### src/rtl/uart_fifo_fwft_if.sv
// uart_fifo_fwft_if: push/pop bus for the FWFT FIFO; error signals exist only with UART_FIFO_ERR_EN
interface uart_fifo_fwft_if #(
  parameter int DATA_WIDTH = 8,
  parameter int ADDR_WIDTH = 4
);
  logic                  wr_en;
  logic [DATA_WIDTH-1:0] din;
  logic                  rd_en;
  logic [DATA_WIDTH-1:0] dout;
  logic                  empty;
  logic                  full;
  logic                  almost_full;
  logic                  almost_empty;
  logic [ADDR_WIDTH:0]   count;
`ifdef UART_FIFO_ERR_EN
  logic                  err_clr;
  logic                  overflow;
  logic                  underflow;
  modport master (output wr_en, din, rd_en, err_clr,
                  input dout, empty, full, almost_full, almost_empty, count, overflow, underflow);
  modport slave (input wr_en, din, rd_en, err_clr,
                 output dout, empty, full, almost_full, almost_empty, count, overflow, underflow);
`else
  modport master (output wr_en, din, rd_en,
                  input dout, empty, full, almost_full, almost_empty, count);
  modport slave (input wr_en, din, rd_en,
                 output dout, empty, full, almost_full, almost_empty, count);
`endif
endinterface

### src/rtl/uart_fifo_fwft.sv
// uart_fifo_fwft: first-word-fall-through byte FIFO with count and thresholds; define UART_FIFO_ERR_EN for sticky overflow/underflow flags
module uart_fifo_fwft #(
  parameter int DATA_WIDTH = 8,
  parameter int ADDR_WIDTH = 4,
  parameter int AF_LEVEL   = (1 << ADDR_WIDTH) - 1,
  parameter int AE_LEVEL   = 1
) (
  input logic             clk,
  input logic             rst_n,
  uart_fifo_fwft_if.slave bus
);
  localparam int DEPTH = 1 << ADDR_WIDTH;
  logic [DATA_WIDTH-1:0] r_mem [DEPTH];
  logic [ADDR_WIDTH-1:0] r_wr_ptr;
  logic [ADDR_WIDTH-1:0] r_rd_ptr;
  logic [ADDR_WIDTH:0]   r_count;
  logic                  w_empty;
  logic                  w_full;
  logic                  w_push;
  logic                  w_pop;
  assign w_empty = r_count == '0;
  assign w_full  = r_count == (ADDR_WIDTH+1)'(DEPTH);
  assign w_push  = bus.wr_en && !w_full;
  assign w_pop   = bus.rd_en && !w_empty;
  // storage is never reset; writes are suppressed while reset is asserted
  always_ff @(posedge clk)
    if (rst_n && w_push) r_mem[r_wr_ptr] <= bus.din;
  // pointers wrap naturally; count tracks net push minus pop
  always_ff @(posedge clk)
    if (!rst_n) begin
      r_wr_ptr <= '0;
      r_rd_ptr <= '0;
      r_count  <= '0;
    end else begin
      if (w_push) r_wr_ptr <= r_wr_ptr + 1'b1;
      if (w_pop) r_rd_ptr <= r_rd_ptr + 1'b1;
      r_count <= r_count + (ADDR_WIDTH+1)'(w_push) - (ADDR_WIDTH+1)'(w_pop);
    end
  assign bus.dout         = r_mem[r_rd_ptr];
  assign bus.empty        = w_empty;
  assign bus.full         = w_full;
  assign bus.count        = r_count;
  assign bus.almost_full  = r_count >= (ADDR_WIDTH+1)'(AF_LEVEL);
  assign bus.almost_empty = r_count <= (ADDR_WIDTH+1)'(AE_LEVEL);
`ifdef UART_FIFO_ERR_EN
  logic r_overflow;
  logic r_underflow;
  // sticky error flags; a new error in the same cycle as err_clr keeps the flag set
  always_ff @(posedge clk)
    if (!rst_n) begin
      r_overflow  <= 1'b0;
      r_underflow <= 1'b0;
    end else begin
      r_overflow  <= (bus.wr_en && w_full) || (r_overflow && !bus.err_clr);
      r_underflow <= (bus.rd_en && w_empty) || (r_underflow && !bus.err_clr);
    end
  assign bus.overflow  = r_overflow;
  assign bus.underflow = r_underflow;
`endif
endmodule

### src/flat_wrapper.sv
// flat-port wrapper written by rule: the top's interface ports become plain ports
module uart_fifo_fwft_flat 
#(
  parameter int DATA_WIDTH = 8,
  parameter int ADDR_WIDTH = 4,
  parameter int AF_LEVEL   = (1 << ADDR_WIDTH) - 1,
  parameter int AE_LEVEL   = 1
)
  (clk, rst_n, bus_wr_en, bus_din, bus_rd_en, bus_dout, bus_empty, bus_full, bus_almost_full, bus_almost_empty, bus_count);
  uart_fifo_fwft_if #(.DATA_WIDTH(DATA_WIDTH), .ADDR_WIDTH(ADDR_WIDTH)) bus_i ();
  input logic clk;
  input logic rst_n;
  input wire logic [$bits(bus_i.wr_en)-1:0] bus_wr_en;
  input wire logic [$bits(bus_i.din)-1:0] bus_din;
  input wire logic [$bits(bus_i.rd_en)-1:0] bus_rd_en;
  output wire logic [$bits(bus_i.dout)-1:0] bus_dout;
  output wire logic [$bits(bus_i.empty)-1:0] bus_empty;
  output wire logic [$bits(bus_i.full)-1:0] bus_full;
  output wire logic [$bits(bus_i.almost_full)-1:0] bus_almost_full;
  output wire logic [$bits(bus_i.almost_empty)-1:0] bus_almost_empty;
  output wire logic [$bits(bus_i.count)-1:0] bus_count;
  assign bus_i.wr_en = bus_wr_en;
  assign bus_i.din = bus_din;
  assign bus_i.rd_en = bus_rd_en;
  assign bus_dout = bus_i.dout;
  assign bus_empty = bus_i.empty;
  assign bus_full = bus_i.full;
  assign bus_almost_full = bus_i.almost_full;
  assign bus_almost_empty = bus_i.almost_empty;
  assign bus_count = bus_i.count;
  uart_fifo_fwft #(.DATA_WIDTH(DATA_WIDTH), .ADDR_WIDTH(ADDR_WIDTH), .AF_LEVEL(AF_LEVEL), .AE_LEVEL(AE_LEVEL)) u_core (.clk(clk), .rst_n(rst_n), .bus(bus_i));
endmodule
### config.mk
export PLATFORM = sky130hd
export DESIGN_NAME = uart_fifo_fwft_flat
export DESIGN_NICKNAME = d
export VERILOG_FILES = /design/src/rtl/uart_fifo_fwft_if.sv /design/src/rtl/uart_fifo_fwft.sv /design/src/flat_wrapper.sv
export SDC_FILE = /design/constraint.sdc
export NUM_CORES = 1
export LEC_CHECK = 0
export BUFFER_PORTS_ARGS = -buffer_cell sky130_fd_sc_hd__buf_2
export CAP_MARGIN = 30
export CORE_MARGIN = 3
export CORE_UTILIZATION = 50
export CTS_CLUSTER_DIAMETER = 30
export CTS_CLUSTER_SIZE = 25
export DETAILED_ROUTE_END_ITERATION = 10
export GPL_TIMING_DRIVEN = 0
export PLACE_DENSITY = 0.67
export SLEW_MARGIN = 15
export SYNTH_ARGS = -nofsm -noshare
export SYNTH_HDL_FRONTEND = slang
export SYNTH_SLANG_ARGS = --single-unit
### constraint.sdc
create_clock -name clk -period 3.99 [get_ports clk]
set_input_delay 0.399 -clock clk [delete_from_list [all_inputs] [get_ports clk]]
set_output_delay 0.399 -clock clk [all_outputs]
set_load 0.05 [all_outputs]
==> flow_summary_export.csv, run 1 <==
group,metric,value,unit
outcome,outcome,"complete, no violations",
finish,antenna_cells,0,
synthesis,synthDistinctLibCells,32,
synthesis,netlist_instances,318,
placement,port_buffers,28,
clock_network,cts_resized,0,
synthesis,synth_top_cell_by_area,"edfxtp_1",
placement,dpl.hpwl,7450,µm
finish,finalNetCount,395,
timing,drv_slew,0,
timing,max_freq,318,MHz
placement,gp_congestion,0.730,
drt,dr_total_vias,2928,
synthesis,avgSynthCellArea,18.6,µm²
clock_network,cts_setup_buffers,0,
clock_network,cts_buffers,17,
synthesis,yosysSeqAreaShare,70.6,%
global_routing,grt_pass1_wl,17500,µm
global_routing,grt_pass1_vias,3108,
synthesis,synthArstFlopShare,0,%
drt,wl_per_cell,22.0,µm
global_routing,track_usage,19.0,%
pwr,p_leak,0.00238,µW
synthesis,synth_area_leaders,"edfxtp_1, mux4_1, dfxtp_1",
pwr,peakVddDrop,444,µV
timing,setup_viol,0,
timing,final.period_utilization,78.8,%
timing,rsz0062_at_grt,"false",
finish,drive_above_1_share,22.5,%
setup_path,crit_type,"flop to flop",
synthesis,yosysTopAreaCellShare,64.8,%
floorplanning,die-area,13200,µm²
timing,fin_worst_skew,0.00692,ns
synthesis,syn_area,5930,µm²
clock_network,clock_path_buffers,2,
timing,tightestPinTransition,0.833,ns
drt,via_per_inst,5.62,
synthesis,synth_most_common_cell,"edfxtp_1",
run,drv_cap,0,
drt,postRouteAntennaNets,0,
floorplanning,core_area,11500,µm²
floorplanning,row_count,39,
drt,drt-pass1-iter-count,4,
global_routing,grt_start_max_net_pins,17,
floorplanning,die_y,115,µm
setup_path,cp-end-kind,"flop",
clock_network,clkTransAtPathRegs,0.06,ns
pwr,power,4450,µW
clock_network,h-tree-depth,4,
synthesis,synth_nets,348,
clock_network,cts_tree,"built",
drt,drt_iter0_markers,264,
worst_hold_path,min_path_type,"primary input to flop",
timing,tns,0,ns
global_routing,antenna_found_initial,0,
setup_path,required,4.33,ns
clock_network,cts.sinks,145,
clock_network,hold_buffers,0,
global_routing,grt.overflow.total,0,
synthesis,synth_edf_count,128,
timing,max-slew-margin-rel,44.3,%
synthesis,synth_commonest_cells,"edfxtp_1, mux4_1",
synthesis,synth_seq_cells,145,
timing,fin_crit,3.14,ns
synthesis,yosys_warnings,0,
clock_network,clk_latency,0.42,ns
synthesis,synth_top_flop_cell,"edfxtp_1",
floorplanning,pin_count,29,
setup_path,arrival,3.48,ns
drt,drc,0,
finish,syn_to_final_growth,15.4,%
setup_path,r2r_cells,13,
floorplanning,start_util,51.5,%
pwr,power.density,651,nW/µm²
worst_hold_path,hold_path_depth,3,
floorplanning,die_w,115,µm
clock_network,root_buffer,"clkbuf_16",
timing,hold_viol,0,
setup_path,start_kind,"flop",
drt,wirelength,11500,µm
setup_path,crit_fanout,5,
## path summary, 6_finish.rpt
kind,end,slack (ns),start
worst min register to register,u_core.r_rd_ptr[1],0.51,u_core.r_rd_ptr[1]
worst min-delay path,u_core.r_rd_ptr[1],0.32,bus_rd_en
worst max register to register,u_core.bus.count[4],0.85,u_core.bus.count[2]
worst max-delay path,u_core.bus.count[4],0.85,u_core.bus.count[2]
## kinds of logic (layout without fill, tap and decap cells)
logic type	count (synthesis)	in the layout	synth area share, %
compound gates	28	28	3.25
flops	145	145	70.6
buf+inv	25	85	2.41
fa+ha+maj	18	18	3.92
simple gates	63	63	5.53
mux	32	32	13.3
xor+xnor	7	7	1.03
## stage by stage
stage | cells | worst slack, ns | hold slack (ns) | cell area (µm²) | util [%]
after floorplan | 318 | 0.954 | 0.475 | 5930 | -
after global placement | 489 | 0.940 | 0.494 | 6250 | 54.3
after detailed placement | 489 | 0.867 | 0.507 | 6250 | 54.3
after CTS | 521 | 0.846 | 0.303 | 6840 | 59.4
after global routing | 521 | 0.653 | 0.328 | 6840 | 59.4
final | 521 | 0.847 | 0.324 | 6840 | 59.4
## cell type report
class,instances,area (µm²)
buffer,12,93.8
clock buffer,21,493
clock inverter,11,100
fill,860,4670
inverter,13,48.8
multi-input combinational,148,1600
sequential,145,4180
tap,143,179
timing repair buffer,28,140
## per-layer routing
metal  global-route usage (%)  up-vias  part of all wire (%)
met5                        0        -                     0
met4                     8.06        0                   2.3
met3                     6.16       19                   5.9
met2                     28.6       93                    48
met1                     25.6     1453                    44
li1                         -     1363                     -
## worst max-delay path, stage by stage (launching register included)
cell and delay [ns]:
dfxtp_1 0.37, inv_1 0.15, ha_1 0.20, or4b_4 0.52, nand2_1 0.16, inv_1 0.06, ha_1 0.27, inv_1 0.04
ha_1 0.21, fa_1 0.40, nand2b_1 0.11, a21oi_1 0.09, or3_1 0.31, a21boi_0 0.17
## state kept, by name, summed over array words and instances, names as in the netlist, named ones only
name              count
u_core.r_rd_ptr       4
u_core.r_wr_ptr       4
u_core.r_mem        128
u_core.bus.count      5
## cells in the final DEF, fill, tap and decap left out, types with 2 or more instances in the layout
master / instances
a21boi_0: 2
a21oi_1: 5
a22oi_1: 17
and2_1: 12
and3_1: 3
buf_2: 31
buf_6: 3
clkbuf_1: 2
clkbuf_16: 19
clkdlybuf4s25_2: 3
clkinv_2: 4
clkinv_4: 3
clkinvlp_4: 2
dfxtp_1: 17
edfxtp_1: 128
ha_1: 17
inv_1: 13
mux4_1: 18
mux4_2: 14
nand2_1: 14
nand2b_1: 2
nand3_1: 6
nand3b_1: 2
nor2_1: 17
nor2b_1: 2
o21ai_0: 3
xnor2_1: 7
## power by group
part	internal [µW]	total, µW	switching, µW	leakage [µW]
Combinational	442	1160	715	0.000802
Clock	947	1530	582	0.000289
Sequential	1710	1760	53.0	0.00129
Total	3100	4450	1350	0.00238
Note: power is estimated with default switching activity, not from simulation.
==> run 2, diff against run 1 <==
ABC_AREA = 1   (was default)
PLACE_DENSITY = 0.69   (was 0.67)
clock period = 2.6 ns   (was 3.99 ns; I/O delays follow)
==> flow_summary_export.csv, run 2 <==
group,metric,value,unit
setup_path,arrival,2.71,ns
pwr,p_leak,0.00337,µW
setup_path,crit_fanout,5,
drt,drt-pass1-iter-count,7,
synthesis,netlist_instances,666,
synthesis,synthArstFlopShare,0,%
finish,finalNetCount,743,
timing,fin_hold_ws,0.223,ns
global_routing,grt.met2_usage,35.0,%
setup_path,cp-end-kind,"flop",
pwr,power.density,983,nW/µm²
clock_network,cts_buffers,17,
floorplanning,die-area,14600,µm²
clock_network,clk_latency,0.42,ns
global_routing,track_usage,22.2,%
setup_path,start_kind,"flop",
synthesis,yosys_warnings,0,
finish,antenna_cells,0,
finish,fillers,1052,
timing,max_freq,418,MHz
timing,drv_slew,0,
global_routing,globalRoute.busiestLayer,"met2",
timing,hold_viol,0,
drt,postRouteAntennaNets,0,
synthesis,syn_area,6590,µm²
timing,rsz0062_at_grt,"false",
global_routing,antenna_found_initial,0,
synthesis,avgSynthCellArea,9.89,µm²
finish,final-seq-area,4190,µm²
timing,final.period_utilization,92.1,%
synthesis,synth_seq_cells,145,
global_routing,grt_pass1_vias,4509,
clock_network,hold_buffers,0,
timing,tns,0,ns
timing,max-slew-margin-rel,38.3,%
drt,dr_total_vias,4622,
floorplanning,start_util,51.6,%
synthesis,synth_edf_count,128,
synthesis,synth_most_common_cell,"nand2_1",
synthesis,synth_area_leaders,"edfxtp_1, nand2_1, nand3_1",
timing,fin_worst_skew,0.00681,ns
finish,layout_common_cells,"nand2_1, edfxtp_1, inv_1",
global_routing,grt_util_met3,4.30,%
synthesis,yosysTopAreaCellShare,58.4,%
clock_network,cts.sinks,145,
finish,largest_reg_flops,128,
finish,multi_input_area,1750,µm²
drt,via_per_inst,5.15,
clock_network,clkTransAtPathRegs,0.05,ns
clock_network,cts_tree,"built",
global_routing,grt_start_max_net_pins,17,
synthesis,synth_nets,696,
drt,drc,0,
drt,wirelength,15000,µm
pwr,peakVddDrop,635,µV
global_routing,grt.overflow.total,0,
finish,syn_to_final_growth,15.4,%
setup_path,required,2.92,ns
setup_path,crit_type,"flop to flop",
drt,wl_per_cell,16.6,µm
clock_network,h-tree-depth,4,
synthesis,synth_top_flop_cell,"edfxtp_1",
clock_network,clock_path_buffers,2,
outcome,outcome,"complete, no violations",
timing,setup_viol,0,
global_routing,grtUsageMet1,30.5,%
floorplanning,row_count,41,
synthesis,yosysSeqAreaShare,63.5,%
placement,dpl.hpwl,9940,µm
floorplanning,pin_count,29,
timing,fin_crit,2.39,ns
clock_network,root_buffer,"clkbuf_16",
finish,final_common_cell,"nand2_1",
synthesis,synth_commonest_cells,"nand2_1, edfxtp_1, inv_1, nand3_1, nor2_1",
placement,port_buffers,28,
synthesis,synthDistinctLibCells,21,
run,drv_cap,0,
synthesis,synth_top_cell_by_area,"edfxtp_1",
floorplanning,die_y,121,µm
finish,regMostFlops,"u_core.r_mem",
floorplanning,core_area,12800,µm²
floorplanning,die_w,121,µm
placement,gp_congestion,0.869,
drt,drt_iter0_markers,491,
worst_hold_path,min_path_type,"primary input to flop",
timing,tightestPinTransition,0.923,ns
finish,drive_above_1_share,12.7,%
global_routing,grt_pass1_wl,24100,µm
## run 2: cell count changes after synthesis, moves of 7 or more
cell and delta:
nor2_1 +11, nand2_1 +182, xnor2_1 -7, buf_2 +9, nand3_1 +101, a22oi_1 -17, and2_1 -12, mux4_1 -18
mux4_2 -14, inv_1 +109, buf_6 +8
## run 2: per-stage QoR
step	instance area (µm²)	total power (µW)	std cells	setup slack [ns]	util (%)
finish	7600	7470	898	0.206	59.5
floorplan	6590	4300	666	0.00422	-
global placement	6940	4830	866	0.160	54.3
CTS	7590	7480	898	0.104	59.4
global route	7600	7830	898	0.0103	59.5
detailed placement	6940	4870	866	0.109	54.3
## run 2: cells by family (layout without fill, tap and decap cells)
group | after synthesis | count (layout) | share of synthesized area [%]
flops | 145 | 145 | 63.5
simple gates | 335 | 335 | 21.3
buf+inv | 150 | 210 | 10.1
compound gates | 16 | 16 | 1.31
xor+xnor | 2 | 2 | 0.266
fa+ha+maj | 18 | 18 | 3.53
## run 2: final cells by class
type	count	share of cell area (%)
Buffer	26	2.57
Multi-Input combinational cell	371	23.0
Clock inverter	9	1.99
Inverter	124	6.16
Tap cell	172	2.83
Timing Repair Buffer	28	1.84
Sequential cell	145	55.1
Clock buffer	23	6.55
## run 2: path summary, 6_finish.rpt
check,to,startpoint,cells past startpoint,slack [ns]
setup reg to reg,u_core.bus.count[4],u_core.bus.count[2],15,0.21
hold / removal,u_core.r_rd_ptr[0],bus_rd_en,3,0.22
hold reg to reg,u_core.r_rd_ptr[0],u_core.r_rd_ptr[0],2,0.52
setup / recovery,u_core.bus.count[4],u_core.bus.count[2],15,0.21
## run 2: routing by layer
metal / wire length [µm] / part of all wire [%]
met1: 6460 / 43
met2: 7070 / 47
met3: 1040 / 6.9
met4: 387 / 2.6
met5: 0 / 0
## run 2: report_power, final
group,internal [µW],switching [µW],total (µW)
clock network,1730,899,2630
registers,2630,78.8,2710
logic,613,1520,2130
## run 2: what timing repair did
item	CTS	global route
setup endpoints to repair	0	9
setup buffers	0	0
gates resized for setup	0	4
endpoints found under the hold margin	0	0
## run 2: critical path, cell delays in order (launching register included)
cell,delay (ns)
dfxtp_2,0.35
inv_2,0.09
ha_2,0.18
inv_1,0.06
nor2_4,0.11
a21boi_2,0.09
ha_1,0.29
inv_1,0.04
ha_1,0.21
fa_1,0.39
nand2_1,0.10
nand2_1,0.05
a21oi_1,0.17
nand2_1,0.07
nand2_1,0.06
nor2_1,0.04
==> run 3, diff against run 2 <==
CELL_PAD_IN_SITES_DETAIL_PLACEMENT = 0   (was default)
CELL_PAD_IN_SITES_GLOBAL_PLACEMENT = 1   (was default)
CORE_UTILIZATION = 44   (was 50)
PLACE_DENSITY = 0.76   (was 0.69)
==> flow_summary_export.csv, run 3 (synthesis results as in run 2) <==
group,metric,value,unit
pwr,swShare,35.4,%
finish,finalNetCount,743,
setup_path,required,2.91,ns
floorplanning,die_w,128,µm
global_routing,antenna_found_initial,0,
clock_network,h-tree-depth,4,
timing,fin_ws,0.203,ns
placement,place_inst,878,
pwr,seq_power_share,37.4,%
global_routing,grt_pass1_vias,4486,
floorplanning,core_area,14600,µm²
floorplanning,die_y,128,µm
placement,dpl.hpwl,10400,µm
setup_path,crit_type,"flop to flop",
clock_network,cts_resized,0,
timing,final.period_utilization,92.2,%
setup_path,crit_fanout,4,
timing,max_freq,417,MHz
timing,fin_crit,2.40,ns
floorplanning,start_util,45.1,%
pwr,p_comb_share,30.1,%
finish,regMostFlops,"u_core.r_mem",
global_routing,track_usage,20.1,%
drt,drt_iter0_markers,433,
clock_network,hold_buffers,0,
clock_network,clkTransAtPathRegs,0.06,ns
outcome,outcome,"complete, no violations",
setup_path,r2r_slack,0.20,ns
pwr,power.density,959,nW/µm²
finish,antenna_cells,0,
global_routing,grt_pass1_wl,24500,µm
clock_network,cts_setup_buffers,0,
finish,stdcell_count,910,
placement,port_buffers,28,
finish,fillers,1315,
pwr,clkPwrFrac,32.6,%
finish,final_common_cell,"nand2_1",
finish,layout_common_cells,"nand2_1, edfxtp_1, inv_1",
clock_network,cts.sinks,145,
floorplanning,pin_count,29,
finish,syn_to_final_growth,14.7,%
setup_path,start_kind,"flop",
timing,fin_worst_skew,0.00918,ns
drt,wl_per_cell,17.0,µm
pwr,p_sw,2570,µW
global_routing,grt.overflow.total,0,
timing,hold_viol,0,
timing,tns,0,ns
clock_network,root_buffer,"clkbuf_16",
run,drv_cap,0,
pwr,peakVddDrop,725,µV
finish,drive_above_1_share,12.5,%
timing,rsz0062_at_grt,"false",
pwr,p_int,4680,µW
drt,dr_total_vias,4525,
worst_hold_path,min_path_type,"primary input to flop",
timing,drv_slew,0,
placement,post-place-ws,0.108,ns
clock_network,cts_tree,"built",
drt,wirelength,15500,µm
global_routing,grt_start_max_net_pins,17,
clock_network,clk_latency,0.42,ns
drt,drc,0,
finish,largest_reg_flops,128,
pwr,p_leak,0.00332,µW
floorplanning,die-area,16500,µm²
setup_path,arrival,2.71,ns
drt,drt-pass1-iter-count,5,
floorplanning,row_count,44,
timing,tightestPinTransition,0.894,ns
drt,via_per_inst,4.97,
placement,gp_congestion,0.865,
timing,setup_viol,0,
clock_network,clock_path_buffers,2,
timing,max-slew-margin-rel,40.2,%
clock_network,cts_buffers,17,
drt,postRouteAntennaNets,0,
setup_path,cp-end-kind,"flop",
run 3: worst max-delay path: stages, from the launching register on:
cell and delay [ns]:
dfxtp_1 0.34, inv_1 0.11, ha_1 0.19, inv_1 0.07, nor2_4 0.13, a21boi_4 0.08
ha_1 0.28, inv_1 0.04, ha_1 0.21, fa_1 0.40, nand2_1 0.10, nand2_1 0.06
a21oi_2 0.14, nand2_1 0.06, nand2_1 0.05, nor2_1 0.04
run 3: final timing paths:
check	startpoint	end	cells past startpoint
max	u_core.bus.count[3]	u_core.bus.count[4]	15
min	bus_wr_en	u_core.r_wr_ptr[0]	3
max reg2reg	u_core.bus.count[3]	u_core.bus.count[4]	15
min reg2reg	u_core.r_rd_ptr[3]	u_core.r_rd_ptr[3]	2
run 3: routing by layer:
layer,part of all wire (%),vias to the layer above,global-route usage [%]
li1,-,2227,-
met1,45,2116,27.0
met2,47,152,31.7
met3,5.6,30,4.19
met4,3.1,0,8.68
met5,0,-,0
run 3: area by class of cell:
type / instances / area (µm²) / area share [%]
flip-flops and latches: 145 / 4190 / 55.4
clock buffers: 18 / 439 / 5.81
well taps: 184 / 230 / 3.05
inverters: 124 / 468 / 6.20
plain buffers: 26 / 195 / 2.58
multi-input cells: 371 / 1750 / 23.2
repair buffers: 28 / 140 / 1.86
clock inverters: 14 / 141 / 1.87
run 3: power groups by stage:
stage | logic, µW | registers, µW | clock network (µW)
detailed placement | 2140 | 2750 | 0
global placement | 2110 | 2750 | 0
CTS | 2150 | 2700 | 2390
floorplan | 1450 | 2850 | 0
global route | 2410 | 2720 | 2490
finish | 2180 | 2710 | 2360
run 3: stage by stage:
step	hold slack [ns]	util, %	area [µm²]	power (µW)
floorplan	0.359	-	6590	4300
global placement	0.500	47.7	6960	4860
detailed placement	0.514	47.7	6960	4890
CTS	0.207	51.7	7540	7250
global route	0.221	51.8	7550	7620
finish	0.218	51.8	7550	7240
